--- src/rtl/prog_loader.sv ---
// prog_loader
// Boot-stage loader for the processor's instruction memory. It takes a program
// as a byte stream over a valid/ready handshake, builds big-endian 16-bit
// instruction words and writes them through the instruction-memory load port.
// The processor is held via cpu_hold until the whole image has been written
// and the trailing XOR checksum matches.
//
// Stream: COUNT_HI, COUNT_LO, COUNT x (WORD_HI, WORD_LO), CHK
//         CHK = XOR of every byte before it, including the count bytes.
//
// Ports
//   clock      : single clock, rising edge
//   clear      : asynchronous active-low reset
//   byte_in    : stream data
//   byte_valid : byte_in is valid
//   byte_ready : loader accepts a byte this cycle
//   restart    : synchronous reload request, honoured only in DONE or ERR
//   ins_load   : instruction word being written
//   l_addr     : byte address of the write (always even)
//   load       : one-cycle write strobe to instruction memory
//   cpu_hold   : processor must stay held while 1
//   done       : image loaded and checksum verified
//   error      : load aborted (over-range count or checksum mismatch)
module prog_loader #(
  parameter int MEM_BYTES  = 64,
  parameter int START_ADDR = 0
) (
  input  logic        clock,
  input  logic        clear,
  input  logic [7:0]  byte_in,
  input  logic        byte_valid,
  output logic        byte_ready,
  input  logic        restart,
  output logic [15:0] ins_load,
  output logic [15:0] l_addr,
  output logic        load,
  output logic        cpu_hold,
  output logic        done,
  output logic        error
);

  typedef enum logic [3:0] {
    ST_IDLE    = 4'd0,
    ST_CNT_HI  = 4'd1,
    ST_CNT_LO  = 4'd2,
    ST_WORD_HI = 4'd3,
    ST_WORD_LO = 4'd4,
    ST_WRITE   = 4'd5,
    ST_CHECK   = 4'd6,
    ST_DONE    = 4'd7,
    ST_ERR     = 4'd8
  } state_t;

  // Largest word count that fits between START_ADDR and the end of memory.
  localparam logic [16:0] MAX_WORDS = 17'((MEM_BYTES - START_ADDR) / 2);
  localparam logic [15:0] START_A   = 16'(START_ADDR);

  // Running checksum accumulation.
  function automatic logic [7:0] chk_accum(input logic [7:0] acc, input logic [7:0] b);
    chk_accum = acc ^ b;
  endfunction

  // States in which the loader accepts a stream byte.
  function automatic logic is_rx_state(input state_t st);
    case (st)
      ST_CNT_HI, ST_CNT_LO, ST_WORD_HI, ST_WORD_LO, ST_CHECK: is_rx_state = 1'b1;
      default:                                               is_rx_state = 1'b0;
    endcase
  endfunction

  state_t      state_r;
  state_t      state_nxt_s;
  logic [7:0]  cnt_hi_r;
  logic [15:0] remaining_r;
  logic [7:0]  xor_r;
  logic [15:0] ins_load_r;
  logic [15:0] l_addr_r;
  logic        byte_ready_r;
  logic        load_r;
  logic        cpu_hold_r;
  logic        done_r;
  logic        error_r;
  logic        xfer_s;
  logic [15:0] count_s;

  // byte_ready_r always mirrors the current state, so it doubles as the accept decode.
  assign xfer_s  = byte_valid & byte_ready_r;
  assign count_s = {cnt_hi_r, byte_in};

  // Next-state decode.
  always_comb begin
    state_nxt_s = state_r;
    case (state_r)
      ST_IDLE: begin
        state_nxt_s = ST_CNT_HI;
      end
      ST_CNT_HI: begin
        if (xfer_s) state_nxt_s = ST_CNT_LO;
        else        state_nxt_s = state_r;
      end
      ST_CNT_LO: begin
        // Range check happens before any write, so an over-range count never loads.
        if (!xfer_s)                          state_nxt_s = state_r;
        else if ({1'b0, count_s} > MAX_WORDS) state_nxt_s = ST_ERR;
        else if (count_s == 16'd0)            state_nxt_s = ST_CHECK;
        else                                  state_nxt_s = ST_WORD_HI;
      end
      ST_WORD_HI: begin
        if (xfer_s) state_nxt_s = ST_WORD_LO;
        else        state_nxt_s = state_r;
      end
      ST_WORD_LO: begin
        if (xfer_s) state_nxt_s = ST_WRITE;
        else        state_nxt_s = state_r;
      end
      ST_WRITE: begin
        if (remaining_r == 16'd1) state_nxt_s = ST_CHECK;
        else                      state_nxt_s = ST_WORD_HI;
      end
      ST_CHECK: begin
        if (!xfer_s)                state_nxt_s = state_r;
        else if (byte_in == xor_r)  state_nxt_s = ST_DONE;
        else                        state_nxt_s = ST_ERR;
      end
      ST_DONE, ST_ERR: begin
        if (restart) state_nxt_s = ST_IDLE;
        else         state_nxt_s = state_r;
      end
      default: begin
        state_nxt_s = ST_IDLE;
      end
    endcase
  end

  // State register and Moore outputs, registered from the next state so they
  // change in the same cycle the state does.
  always_ff @(posedge clock or negedge clear) begin
    if (!clear) begin
      state_r      <= ST_IDLE;
      byte_ready_r <= 1'b0;
      load_r       <= 1'b0;
      cpu_hold_r   <= 1'b1;
      done_r       <= 1'b0;
      error_r      <= 1'b0;
    end else begin
      state_r      <= state_nxt_s;
      byte_ready_r <= is_rx_state(state_nxt_s);
      load_r       <= (state_nxt_s == ST_WRITE);
      cpu_hold_r   <= (state_nxt_s != ST_DONE);
      done_r       <= (state_nxt_s == ST_DONE);
      error_r      <= (state_nxt_s == ST_ERR);
    end
  end

  // Datapath: count, word assembly, write address and running checksum.
  always_ff @(posedge clock or negedge clear) begin
    if (!clear) begin
      cnt_hi_r    <= 8'h00;
      remaining_r <= 16'h0000;
      xor_r       <= 8'h00;
      ins_load_r  <= 16'h0000;
      l_addr_r    <= START_A;
    end else begin
      case (state_r)
        ST_CNT_HI: begin
          if (xfer_s) begin
            cnt_hi_r <= byte_in;
            xor_r    <= chk_accum(xor_r, byte_in);
          end
        end
        ST_CNT_LO: begin
          if (xfer_s) begin
            remaining_r <= count_s;
            xor_r       <= chk_accum(xor_r, byte_in);
          end
        end
        ST_WORD_HI: begin
          if (xfer_s) begin
            ins_load_r[15:8] <= byte_in;
            xor_r            <= chk_accum(xor_r, byte_in);
          end
        end
        ST_WORD_LO: begin
          if (xfer_s) begin
            ins_load_r[7:0] <= byte_in;
            xor_r           <= chk_accum(xor_r, byte_in);
          end
        end
        ST_WRITE: begin
          remaining_r <= remaining_r - 16'd1;
          // The address stays on the last word so it never points past the image.
          if (remaining_r != 16'd1) l_addr_r <= l_addr_r + 16'd2;
        end
        ST_DONE, ST_ERR: begin
          if (restart) begin
            l_addr_r <= START_A;
            xor_r    <= 8'h00;
          end
        end
        default: begin
          cnt_hi_r <= cnt_hi_r;
        end
      endcase
    end
  end

  assign byte_ready = byte_ready_r;
  assign ins_load   = ins_load_r;
  assign l_addr     = l_addr_r;
  assign load       = load_r;
  assign cpu_hold   = cpu_hold_r;
  assign done       = done_r;
  assign error      = error_r;

endmodule

--- config.mk ---
export PLATFORM = sky130hd
export DESIGN_NAME = prog_loader
export DESIGN_NICKNAME = d
export VERILOG_FILES = /design/src/rtl/prog_loader.sv
export SDC_FILE = /design/constraint.sdc
export NUM_CORES = 1
export LEC_CHECK = 0
export BUFFER_PORTS_ARGS = -buffer_cell sky130_fd_sc_hd__clkbuf_2
export CAP_MARGIN = 20
export CORE_ASPECT_RATIO = 0.8
export CORE_MARGIN = 10
export CORE_UTILIZATION = 40
export DETAILED_ROUTE_END_ITERATION = 10
export PLACE_DENSITY = 0.64
export RECOVER_POWER = 25
export SLEW_MARGIN = 20
export SYNTH_ARGS = -nofsm -noshare
export SYNTH_HDL_FRONTEND = slang
export SYNTH_SLANG_ARGS = --single-unit
--- constraint.sdc ---
create_clock -name clock -period 6.2 [get_ports clock]
set_input_delay 0.31 -clock clock [delete_from_list [all_inputs] [get_ports clock]]
set_output_delay 0.31 -clock clock [all_outputs]
set_load 0.01 [all_outputs]
Yosys cells after proc, flatten, opt, wreduce, memory -nomap -nowiden
Index checks and enable logic that the tools add are counted.
W data, S select, Z words.
Storage, ports and cells
  output and inout bits: 37
  bits of input ports: 12
  flip-flop bits (word level): 73
  logic and storage cells: 75
Cells by class
  bitwise operators: 2
  multiplexer cells: 20
  reductions and logical operators: 14
  equality and inequality tests: 24
  magnitude comparators: 1
  $add $sub $neg: 2
Operator list (number)
  $pmux W16 S2: 2
  $mux W16: 3
  $eq A4 B3 Y1 const B: 8
  $mux W4: 8
  $pmux W4 S8: 1
  $add A16 B2 Y16 const B: 1
  $eq A16 B1 Y1 const B: 1
  $eq A4 B2 Y1 const B: 4
  $gt A16 B6 Y1 const B: 1
  $logic_not A16 Y1: 1
  $mux W8: 2
  $ne A16 B1 Y1 const B: 1
  $pmux W8 S2: 1
  $sub A16 B1 Y16 const B: 1
  $eq A4 B1 Y1 const B: 2
  $eq A4 B4 Y1 const B: 2
  $eq A8 B8 Y1: 1
  $reduce_and A2 Y1: 4
  $xor A8 B8 Y8: 1
  $mux W3: 2
  $ne A2 B2 Y1 const B: 3
  $reduce_and A3 Y1: 2
  $reduce_bool A2 Y1: 3
  $reduce_or A5 Y1: 1
  7 further kinds: 7

Depth between registers and ports, before layout
Gate-level depths: netlist (run 1).
  depth in word-level cells: 8
  depth in mapped cells: 9
  gate-level depth less buffers: 8

Worst setup path before layout (run 1)
Ideal clock, no wire load.
  kind: register to register
  start: register remaining_r[0]
  end: register remaining_r[8]
  library setup time: 133 ps
  cell stages (with the launch flop): 8
  period minus slack after synthesis: 2048 ps
  required time: 6067 ps
  data arrival time: 1915 ps
  setup slack: 4152 ps
  buffers on the path: 0
  cell sequence: dfrtp_1 inv_1 ha_1 or3b_2 nor3_1 nand2_1 o311ai_0 nand2_1
On the way
  word-level cells in the longest chain between the ends: 2
Ends and longest elaborated chain
  from (decl): RTL line 74  | logic [15:0] remaining_r;
  from (signal assigned): RTL line 173  | remaining_r <= count_s;
  from (signal assigned): RTL line 190  | remaining_r <= remaining_r - 16'd1;
  $sub A16 B1 Y16: RTL line 190
  $pmux W16 S2: RTL line 164  | case (state_r)
Every way passes these cells.
A chain may end at the register's enable or synchronous reset.

==> insert_results.sql, run 1 <==
INSERT INTO impl_metrics (metric_group, metric, value, unit) VALUES
('min_path', 'min-delay-start', 'byte_in[2]', ''),
('flow_run', 'drv_cap', '1', ''),
('timing', 'finalSetupViolCount', '0', ''),
('yosys', 'syn-num-nets', '418', ''),
('cts', 'tritoncts_num_sinks', '72', ''),
('cells_and_area', 'antenna_cells_inserted', '0', ''),
('setup_path', 'crit_arrival', '3.11', 'ns'),
('floorplanning', 'chipWidth', '129', 'um'),
('floorplanning', 'die_height', '108', 'um'),
('setup_path', 'endpoint_kind_of_the_worst_setup_timing_path', 'asynchronous set/reset pin', ''),
('global_route', 'initial_antenna_violation_count', '0', ''),
('timing', 'final.setup_skew', '0.00697', 'ns'),
('power', 'switching_share', '37.4', '%'),
('yosys', 'synth_top_area_cell', 'sky130_fd_sc_hd__dfrtp_1', ''),
('min_path', 'timing.hold.worst.class', 'in2reg', ''),
('yosys', 'synth-warning-count', '0', ''),
('setup_path', 'slowest_stage', 'sky130_fd_sc_hd__clkbuf_1', ''),
('run_status', 'failed_checks', 'capacitance limit, slew limit', ''),
('cts', 'root_buffer', 'sky130_fd_sc_hd__clkbuf_16', ''),
('global_route', 'grt_util_all_layers', '14.4', '%'),
('cts', 'post_cts.repair.setup_buffers', '0', ''),
('floorplanning', 'core', '0.00919', 'mm^2'),
('drt', 'post-route-drc-count', '0', ''),
('yosys', 'synth.cell_area', '0.00383', 'mm^2'),
('drt', 'drtPass1Iterations', '4', ''),
('power', 'power.net_switching', '0.764', 'mW'),
('cts', 'worstSkewPairLatency', '0.34', 'ns'),
('run_status', 'run_status', 'complete, but fails checks', ''),
('cells_and_area', 'area.growth.synth_to_final', '14.5', '%'),
('floorplanning', 'full_die_area', '0.0139', 'mm^2'),
('timing', 'tightest_slew', '3.84', 'ns'),
('power', 'pwr-share-comb', '32.2', '%'),
('floorplanning', 'floorplan.io_pins', '49', ''),
('setup_path', 'critical_path_max_stage_delay', '2.69', 'ns'),
('yosys', 'ys_dominant_reg_cell', 'sky130_fd_sc_hd__dfrtp_1', ''),
('timing', 'finalHoldViolCount', '0', ''),
('setup_path', 'crit-reg2reg-capture', 'l_addr[10]$_DFFE_PN0P_', ''),
('yosys', 'proportion_of_synthesized_chip_area_in_sequential_cells', '47.1', '%'),
('setup_path', 'reg2reg_launch_point', 'state_r[0]$_DFF_PN0_', ''),
('yosys', 'post_synth_inst_count', '403', ''),
('global_route', 'grt_pass1_vias', '3027', ''),
('timing', 'grt_setup_unrepaired', 'false', ''),
('timing', 'fmax', '281', 'MHz'),
('power', 'power.leakage', '1.92', 'nW'),
('place', 'place.detailed.hpwl', '6.74', 'mm'),
('drt', 'initialDrtViolationCount', '206', ''),
('setup_path', 'timing.reg2reg.worst_path_depth', '6', ''),
('cells_and_area', 'final_common_cell', 'sky130_fd_sc_hd__dfrtp_1', ''),
('timing', 'timing_max_transition_violations_final', '73', ''),
('cts', 'number_of_levels_in_the_clock_h_tree', '3', ''),
('drt', 'num_vias', '3081', ''),
('power', 'powerDensity', '466', 'mW/mm^2'),
('cells_and_area', 'mostFrequentLayoutCells', '71 x sky130_fd_sc_hd__dfrtp_1, 51 x sky130_fd_sc_hd__nand2_1, 46 x sky130_fd_sc_hd__clkbuf_2', ''),
('cells_and_area', 'fin_nets', '451', ''),
('yosys', 'synthTopCellsByArea', 'sky130_fd_sc_hd__dfrtp_1 46%, sky130_fd_sc_hd__nand2_1 5.0%, sky130_fd_sc_hd__mux2_2 5.0%', ''),
('place', 'placement.io_buffers', '47', ''),
('drt', 'drtAntennaViolNets', '0', ''),
('timing', 'fin_tns_setup', '0', 'ns'),
('global_route', 'first_pass_grt_wire_length', '16.1', 'mm'),
('timing', 'fin_crit', '3.55', 'ns'),
('global_route', 'grt_max_degree', '73', ''),
('setup_path', 'critPathKind', 'in2async', ''),
('floorplanning', 'floorplan.initialDensity', '41.6', '%'),
('yosys', 'post_synth.cell_area_avg', '9.50', 'um^2'),
('min_path', 'worst_hold_path.num_cells', '3', ''),
('setup_path', 'reg2reg_setup_slack', '3.54', 'ns'),
('setup_path', 'worstPathBufferInverterCount', '2', ''),
('yosys', 'netlist-cell-type-count', '62', ''),
('power', 'largest_vdd_supply_drop', '284', 'uV'),
('setup_path', 'cp_top_family', 'buffers and inverters', ''),
('cts', 'cts_hold_buffers', '0', '');
[per-stage QoR]
step | total power, mW | hold WS, ns | worst slack (ns) | util [%] | cell area (um^2)
4_1_cts | 2.06 | 0.223 | 3.61 | 47.7 | 4390
3_3_place_gp | 1.49 | 0.462 | 3.73 | 44.4 | 4080
3_5_place_dp | 1.52 | 0.463 | 3.60 | 44.4 | 4080
5_1_grt | 2.19 | 0.330 | 1.78 | 47.7 | 4380
2_1_floorplan | 1.32 | 0.0144 | 4.15 | - | 3830
6_report | 2.04 | 0.316 | 2.65 | 47.7 | 4380
[area by class of cell]
cell class / instances / area, um^2
Inverter: 12 / 45.0
Tap cell: 115 / 144
Fill cell: 861 / 4810
Clock buffer: 9 / 225
Multi-Input combinational cell: 293 / 1850
Clock inverter: 7 / 77.6
Timing Repair Buffer: 48 / 239
Sequential cell: 72 / 1800
[worst max path at each step]
stage	slack, ns	depth (start not counted)	from	to
after CTS	3.61	6	state_r[0]$_DFF_PN0_	l_addr[10]$_DFFE_PN0P_
after global placement	3.73	6	state_r[0]$_DFF_PN0_	l_addr[10]$_DFFE_PN0P_
final	2.65	2	clear	l_addr[12]$_DFFE_PN0P_
after detailed placement	3.60	6	state_r[0]$_DFF_PN0_	l_addr[10]$_DFFE_PN0P_
after global routing	1.78	2	clear	l_addr[12]$_DFFE_PN0P_
after floorplan	4.15	7	remaining_r[0]$_DFFE_PN0P_	remaining_r[8]$_DFFE_PN0P_
[per-layer routing]
layer,wire length [um],track usage [%],vias to the layer above
li1,-,-,1486
met1,4730,20.9,1505
met2,4010,19.5,81
met3,597,4.38,9
met4,123,4.78,0
met5,0,0,-
[sequential cells by signal, indices dropped and copies added (netlist names)]
register	count
cpu_hold	1
load	1
l_addr	15
remaining_r	16
ins_load	16
xor_r	8
state_r	4
done	1
cnt_hi_r	8
byte_ready	1
error	1
[synthesized netlist by cell type, types with 6 or more instances]
library cell / number
sky130_fd_sc_hd__dfrtp_1: 71
sky130_fd_sc_hd__a22oi_1: 6
sky130_fd_sc_hd__xnor2_1: 13
sky130_fd_sc_hd__o21ai_0: 29
sky130_fd_sc_hd__o211ai_1: 7
sky130_fd_sc_hd__nand3_1: 13
sky130_fd_sc_hd__buf_2: 9
sky130_fd_sc_hd__clkbuf_1: 12
sky130_fd_sc_hd__mux2_2: 17
sky130_fd_sc_hd__nor4_1: 9
sky130_fd_sc_hd__nor2_1: 40
sky130_fd_sc_hd__inv_1: 11
sky130_fd_sc_hd__a21oi_1: 13
sky130_fd_sc_hd__nand2_1: 51
sky130_fd_sc_hd__nand2b_1: 11
sky130_fd_sc_hd__nor3_1: 9
sky130_fd_sc_hd__or3_1: 6
[power by group through the flow]
stage                     sequential (mW)  clock [mW]  combinational (mW)
final                               0.859       0.527               0.658
after global routing                0.894       0.557               0.743
after CTS                           0.855       0.538               0.665
after detailed placement            0.859           0               0.664
after global placement              0.853           0               0.641
after floorplan                     0.814           0               0.505
[cells by family after synthesis]
| family | after synthesis | synth area share, % |
|---|---|---|
| AO/OA/AOI/OAI | 83 | 14.8 |
| XOR/XNOR | 16 | 3.66 |
| adder cells (fa/ha/maj) | 3 | 0.980 |
| buffers and inverters | 38 | 4.61 |
| flip-flops | 72 | 47.1 |
| multiplexers | 18 | 5.26 |
| other | 1 | 0.0979 |
| AND/OR/NAND/NOR | 172 | 23.5 |
Power figures use the tool's default switching activity.
==> run 2, diff against run 1 <==
--- a/config.mk
+++ b/config.mk
@@ -11,7 +11,7 @@
 export CORE_MARGIN = 10
 export CORE_UTILIZATION = 40
 export DETAILED_ROUTE_END_ITERATION = 10
-export PLACE_DENSITY = 0.64
+export PLACE_DENSITY = 0.66
 export RECOVER_POWER = 25
 export SLEW_MARGIN = 20
 export SYNTH_ARGS = -nofsm -noshare
==> constraint.sdc (replaced) <==
create_clock -name clock -period 2.8 [get_ports clock]
set_input_delay 0.14 -clock clock [delete_from_list [all_inputs] [get_ports clock]]
set_output_delay 0.14 -clock clock [all_outputs]
set_load 0.01 [all_outputs]
==> run 2 against run 1 <==
Against the previous run:
- the run still ends with capacitance limit, slew limit left
- first-iteration DRC count grew 21%
- global-route usage shrank 0.16 points
- final area grew 0.89%
- critical path depth grew 4
- critical endpoint is now l_addr[8]$_DFFE_PN0P_
- via count is the same
- worst setup slack lost 2.3 ns
- critical path type is now reg2reg
- cell count grew 0.72%
- clock skew is essentially flat
- clock-buffer cell count grew 2
- wire length shrank 2.4%
- sequential power grew 120%
- flip-flop and latch count is the same
==> insert_results.sql, run 2 (synthesis gave the netlist of run 1 again) <==
INSERT INTO impl_metrics (metric_group, metric, value, unit) VALUES
('cts', 'cts_hold_buffers', '1', ''),
('global_route', 'initial_antenna_violation_count', '0', ''),
('cells_and_area', 'drive_gt1_share', '20.9', '%'),
('floorplanning', 'floorplan.io_pins', '49', ''),
('setup_path', 'worstSetupStartpointType', 'flip-flop', ''),
('drt', 'drtPass1Iterations', '5', ''),
('power', 'powerDensity', '1040', 'mW/mm^2'),
('floorplanning', 'chipWidth', '129', 'um'),
('setup_path', 'endpoint_kind_of_the_worst_setup_timing_path', 'flip-flop', ''),
('setup_path', 'critical_path_peak_fanout', '13', ''),
('timing', 'finalSetupViolCount', '0', ''),
('place', 'place.detailed.hpwl', '6.70', 'mm'),
('power', 'largest_vdd_supply_drop', '545', 'uV'),
('cells_and_area', 'final_common_cell', 'sky130_fd_sc_hd__dfrtp_1', ''),
('cells_and_area', 'area.growth.synth_to_final', '15.5', '%'),
('cells_and_area', 'final_cells', '560', ''),
('timing', 'final.setup_skew', '0.00697', 'ns'),
('timing', 'grt_setup_unrepaired', 'false', ''),
('cts', 'number_of_levels_in_the_clock_h_tree', '3', ''),
('setup_path', 'reg2reg_launch_point', 'state_r[0]$_DFF_PN0_', ''),
('run_status', 'run_status', 'complete, but fails checks', ''),
('place', 'dpl.cell_count', '543', ''),
('timing', 'tightest_slew', '1.87', 'ns'),
('flow_run', 'drv_cap', '2', ''),
('global_route', 'gr-total-overflow', '0', ''),
('cts', 'tritoncts_num_sinks', '72', ''),
('global_route', 'grt_util_all_layers', '14.2', '%'),
('timing', 'fin_crit', '2.40', 'ns'),
('floorplanning', 'num_rows', '31', ''),
('timing', 'post-route-period-util', '85.8', '%'),
('setup_path', 'crit_arrival', '2.65', 'ns'),
('cells_and_area', 'fillers', '825', ''),
('drt', 'num_vias', '3081', ''),
('global_route', 'grt_max_degree', '37', ''),
('floorplanning', 'die_height', '108', 'um'),
('cts', 'clk_pin_slew_worst_paths', '0.06', 'ns'),
('drt', 'initialDrtViolationCount', '249', ''),
('cts', 'post_cts.repair.setup_buffers', '0', ''),
('timing', 'finalHoldViolCount', '0', ''),
('place', 'final_weighted_congestion_in_routability_driven_placement', '0.894', ''),
('cts', 'cts_tree', 'built', ''),
('drt', 'route.detailed.wl_per_inst', '16.5', 'um'),
('min_path', 'timing.hold.worst.class', 'in2async', ''),
('timing', 'timing.max_slew.rel_slack', '-24.9', '%'),
('timing', 'fin_tns_setup', '0', 'ns'),
('setup_path', 'reg2reg_setup_slack', '0.40', 'ns'),
('place', 'placement.io_buffers', '47', ''),
('global_route', 'first_pass_grt_wire_length', '16.1', 'mm'),
('floorplanning', 'core', '0.00919', 'mm^2'),
('drt', 'wirelength', '9.23', 'mm'),
('cells_and_area', 'fin_nets', '455', ''),
('setup_path', 'crit-reg2reg-capture', 'l_addr[8]$_DFFE_PN0P_', ''),
('setup_path', 'timing.reg2reg.worst_path_depth', '6', ''),
('cells_and_area', 'antenna_cells_inserted', '0', ''),
('cts', 'root_buffer', 'sky130_fd_sc_hd__clkbuf_16', ''),
('setup_path', 'critPathKind', 'reg2reg', ''),
('drt', 'routed_via_density', '5.50', ''),
('floorplanning', 'floorplan.initialDensity', '41.6', '%'),
('cts', 'cts_made_buffers', '9', ''),
('setup_path', 'crit_required', '3.05', 'ns'),
('timing', 'hold_ws', '0.128', 'ns'),
('cts', 'worstSkewPairLatency', '0.33', 'ns'),
('power', 'power.leakage', '1.94', 'nW'),
('cells_and_area', 'mostFrequentLayoutCells', '71 x sky130_fd_sc_hd__dfrtp_1, 51 x sky130_fd_sc_hd__nand2_1, 46 x sky130_fd_sc_hd__clkbuf_2', ''),
('global_route', 'grt_pass1_vias', '3015', ''),
('floorplanning', 'full_die_area', '0.0139', 'mm^2'),
('timing', 'fmax', '416', 'MHz'),
('run_status', 'failed_checks', 'capacitance limit, slew limit', ''),
('cts', 'cts-resized-gates', '0', ''),
('cts', 'clock_path_buffers', '2', ''),
('timing', 'timing_max_transition_violations_final', '73', ''),
('power', 'total_power', '4.58', 'mW'),
('drt', 'drtAntennaViolNets', '0', ''),
('drt', 'post-route-drc-count', '0', '');
run 2: per-stage QoR:
step           util, %  instance area [um^2]  setup slack [ns]
5_1_grt           48.1                  4420             0.149
6_report          48.1                  4420             0.397
3_3_place_gp      44.7                  4110             0.512
4_1_cts           48.2                  4430             0.398
2_1_floorplan        -                  3830             0.752
3_5_place_dp      44.7                  4110             0.472
run 2: critical path: stages (launching register included):
cell,delay [ns]
sky130_fd_sc_hd__dfrtp_1,0.62
sky130_fd_sc_hd__nor2b_1,0.43
sky130_fd_sc_hd__a32oi_2,0.23
sky130_fd_sc_hd__a211oi_4,0.33
sky130_fd_sc_hd__nand4_2,0.20
sky130_fd_sc_hd__or3_1,0.34
sky130_fd_sc_hd__a21oi_1,0.15
run 2: cell type report:
type	count	area [um^2]	area share (%)
clock buffers	11	233	5.26
multi-input cells	293	1850	41.8
clock inverters	5	81.3	1.84
inverters	12	45.0	1.02
repair buffers	52	267	6.03
well taps	115	144	3.25
flip-flops and latches	72	1800	40.8
run 2: power by group:
group	switching, mW	leakage (nW)	internal [mW]
clock network	0.425	0.150	0.780
registers	0.446	0.906	1.45
logic	0.772	0.882	0.706
total	1.64	1.94	2.94
run 2: worst max-delay path by stage:
| stage | endpoint | startpoint | slack, ns |
|---|---|---|---|
| 2_1_floorplan | remaining_r[8]$_DFFE_PN0P_ | remaining_r[0]$_DFFE_PN0P_ | 0.75 |
| 3_3_place_gp | l_addr[8]$_DFFE_PN0P_ | state_r[0]$_DFF_PN0_ | 0.51 |
| 3_5_place_dp | l_addr[14]$_DFFE_PN0P_ | state_r[0]$_DFF_PN0_ | 0.47 |
| 4_1_cts | l_addr[8]$_DFFE_PN0P_ | state_r[0]$_DFF_PN0_ | 0.40 |
| 5_1_grt | l_addr[8]$_DFFE_PN0P_ | state_r[0]$_DFF_PN0_ | 0.15 |
| 6_report | l_addr[8]$_DFFE_PN0P_ | state_r[0]$_DFF_PN0_ | 0.40 |
run 2: layer usage:
metal	vias to the layer above	track usage, %	share of wire [%]
met1	1486	20.4	50
met2	90	20.0	43
li1	1496	-	-
met3	9	4.14	5.9
met4	0	4.21	0.94
met5	-	0	0
==> run 3, diff against run 2 <==
--- a/config.mk
+++ b/config.mk
@@ -10,6 +10,7 @@
 export CORE_ASPECT_RATIO = 0.8
 export CORE_MARGIN = 10
 export CORE_UTILIZATION = 40
+export CTS_BUF_LIST = sky130_fd_sc_hd__clkbuf_4 sky130_fd_sc_hd__clkbuf_8
 export DETAILED_ROUTE_END_ITERATION = 10
 export PLACE_DENSITY = 0.66
 export RECOVER_POWER = 25
==> run 3 against run 2 <==
Against the previous run:
- the run still ends with capacitance limit, slew limit left
- sequential share of layout area up 0.88 points
- die area unchanged
- worst setup slack better by 0.015 ns
- critical path depth unchanged
- fmax up 0.64%
- total power down 6.4%
- register-to-register slack better by 0.02 ns
- core utilization down 1.0 points
- wire length down 0.39%
- flip-flop and latch count unchanged
- clock power down 24%
- combinational power about the same
- critical path type unchanged
- largest power group unchanged
==> insert_results.sql, run 3 (synthesis gave the netlist of run 1 again) <==
INSERT INTO impl_metrics (metric_group, metric, value, unit) VALUES
('place', 'placement.io_buffers', '47', ''),
('global_route', 'grt_pass1_vias', '2964', ''),
('cells_and_area', 'seqCellArea', '0.00180', 'mm^2'),
('timing', 'finalHoldViolCount', '0', ''),
('global_route', 'grt_util_all_layers', '14.0', '%'),
('cts', 'post_cts.repair.setup_buffers', '0', ''),
('cells_and_area', 'final_common_cell', 'sky130_fd_sc_hd__dfrtp_1', ''),
('cells_and_area', 'multi_input_comb_area', '0.00185', 'mm^2'),
('power', 'largest_vdd_supply_drop', '536', 'uV'),
('drt', 'initialDrtViolationCount', '228', ''),
('drt', 'drtPass1Iterations', '5', ''),
('timing', 'post-route-period-util', '85.3', '%'),
('setup_path', 'critical_path.cell_chain', 'nor2b_1 > a32oi_2 > a211oi_4 > nand4_2 > or3_1 > a21oi_1', ''),
('run_status', 'failed_checks', 'capacitance limit, slew limit', ''),
('cts', 'root_buffer', 'sky130_fd_sc_hd__clkbuf_8', ''),
('place', 'dp_worst_setup_slack', '0.472', 'ns'),
('cts', 'clk_pin_slew_worst_paths', '0.08', 'ns'),
('cts', 'clock_path_buffers', '2', ''),
('drt', 'route.detailed.wl_per_inst', '16.4', 'um'),
('setup_path', 'endpoint_kind_of_the_worst_setup_timing_path', 'flip-flop', ''),
('drt', 'drtAntennaViolNets', '0', ''),
('cells_and_area', 'mostFrequentLayoutCells', '71 x sky130_fd_sc_hd__dfrtp_1, 51 x sky130_fd_sc_hd__nand2_1, 46 x sky130_fd_sc_hd__clkbuf_2', ''),
('drt', 'post-route-drc-count', '0', ''),
('global_route', 'grt_max_degree', '37', ''),
('timing', 'finalSetupViolCount', '0', ''),
('cells_and_area', 'fin_nets', '455', ''),
('setup_path', 'critPathKind', 'reg2reg', ''),
('cells_and_area', 'antenna_cells_inserted', '0', ''),
('floorplanning', 'chipWidth', '129', 'um'),
('min_path', 'timing.hold.worst.class', 'in2async', ''),
('cells_and_area', 'drive_gt1_share', '21.3', '%'),
('drt', 'routed_via_density', '5.45', ''),
('cells_and_area', 'post-route-util', '47.1', '%'),
('cts', 'cts_made_buffers', '9', ''),
('drt', 'num_vias', '3051', ''),
('setup_path', 'slowest_stage', 'sky130_fd_sc_hd__dfrtp_1', ''),
('timing', 'timing_max_transition_violations_final', '73', ''),
('floorplanning', 'floorplan.io_pins', '49', ''),
('setup_path', 'critical_path_peak_fanout', '13', ''),
('timing', 'timing.max_slew.rel_slack', '-26.1', '%'),
('timing', 'fmax', '419', 'MHz'),
('global_route', 'gr-total-overflow', '0', ''),
('cells_and_area', 'fillers', '837', ''),
('timing', 'timing.final.ws_setup', '0.412', 'ns'),
('floorplanning', 'full_die_area', '0.0139', 'mm^2'),
('cells_and_area', 'area.growth.synth_to_final', '13.0', '%'),
('power', 'power.leakage', '1.90', 'nW'),
('floorplanning', 'die_height', '108', 'um'),
('cts', 'worstSkewPairLatency', '0.36', 'ns'),
('cts', 'cts-resized-gates', '0', ''),
('setup_path', 'timing.critical_path.from', 'state_r[0]$_DFF_PN0_', ''),
('setup_path', 'critical_path_max_stage_delay', '0.63', 'ns'),
('timing', 'fin_tns_setup', '0', 'ns'),
('cts', 'cts_tree', 'built', ''),
('cts', 'cts_hold_buffers', '1', ''),
('global_route', 'initial_antenna_violation_count', '0', ''),
('floorplanning', 'core', '0.00919', 'mm^2'),
('setup_path', 'crit_required', '3.07', 'ns'),
('floorplanning', 'floorplan.initialDensity', '41.6', '%'),
('global_route', 'first_pass_grt_wire_length', '15.8', 'mm'),
('power', 'powerDensity', '990', 'mW/mm^2'),
('drt', 'wirelength', '9.20', 'mm'),
('timing', 'fin_crit', '2.39', 'ns'),
('flow_run', 'drv_cap', '2', ''),
('timing', 'tightest_slew', '1.89', 'ns'),
('place', 'final_weighted_congestion_in_routability_driven_placement', '0.894', ''),
('run_status', 'run_status', 'complete, but fails checks', ''),
('setup_path', 'crit_arrival', '2.66', 'ns'),
('timing', 'final.setup_skew', '0.0112', 'ns'),
('place', 'place.detailed.hpwl', '6.70', 'mm'),
('timing', 'grt_setup_unrepaired', 'false', ''),
('setup_path', 'worstSetupStartpointType', 'flip-flop', ''),
('setup_path', 'reg2reg_launch_point', 'state_r[0]$_DFF_PN0_', ''),
('cts', 'number_of_levels_in_the_clock_h_tree', '3', ''),
('cts', 'tritoncts_num_sinks', '72', ''),
('floorplanning', 'num_rows', '31', '');
run 3: power by group:
part / leakage, nW / switching [mW] / total (mW) / internal (mW)
Clock: 0.110 / 0.392 / 0.914 / 0.522
Sequential: 0.906 / 0.445 / 1.89 / 1.45
Combinational: 0.882 / 0.773 / 1.48 / 0.706
Total: 1.90 / 1.61 / 4.29 / 2.68
run 3: final cells by class:
cell class              count  area share, %
clock buffers              11           3.21
clock inverters             5           1.88
inverters                  12           1.04
multi-input cells         293           42.7
flip-flops and latches     72           41.7
well taps                 115           3.32
repair buffers             52           6.16
run 3: worst max-delay path, delay by kind of cell (launching register included):
family | cells | cell delay [ns]
flops | 1 | 0.63
simple gates | 3 | 0.96
compound gates | 3 | 0.70
run 3: final timing paths:
kind                                                 to  slack, ns  cells after the start
worst min register to register  ins_load[1]$_DFFE_PN0P_       0.48                      2
worst max register to register    l_addr[8]$_DFFE_PN0P_       0.41                      6
max in group asynchronous        l_addr[13]$_DFFE_PN0P_       0.69                      3
worst min-delay path            ins_load[8]$_DFFE_PN0P_        0.1                      2
min in group clock              ins_load[4]$_DFFE_PN0P_       0.12                      3
worst max-delay path              l_addr[8]$_DFFE_PN0P_       0.41                      6
run 3: per-layer routing:
| metal | share of wire [%] | wire length (um) | global-route usage [%] |
|---|---|---|---|
| met1 | 51 | 4650 | 20.1 |
| met2 | 43 | 3940 | 19.8 |
| met4 | 0.79 | 73 | 3.48 |
| met3 | 5.9 | 541 | 4.43 |
| met5 | 0 | 0 | 0 |
run 3: metrics by stage:
step | instance area [um^2] | power (mW) | cells | hold WS (ns)
after floorplan | 3830 | 2.92 | 403 | -0.156
after global placement | 4110 | 3.34 | 543 | -0.0693
after detailed placement | 4110 | 3.38 | 543 | -0.0687
after CTS | 4340 | 4.31 | 560 | 0.0948
after global routing | 4330 | 4.62 | 560 | 0.102
final | 4330 | 4.29 | 560 | 0.0996
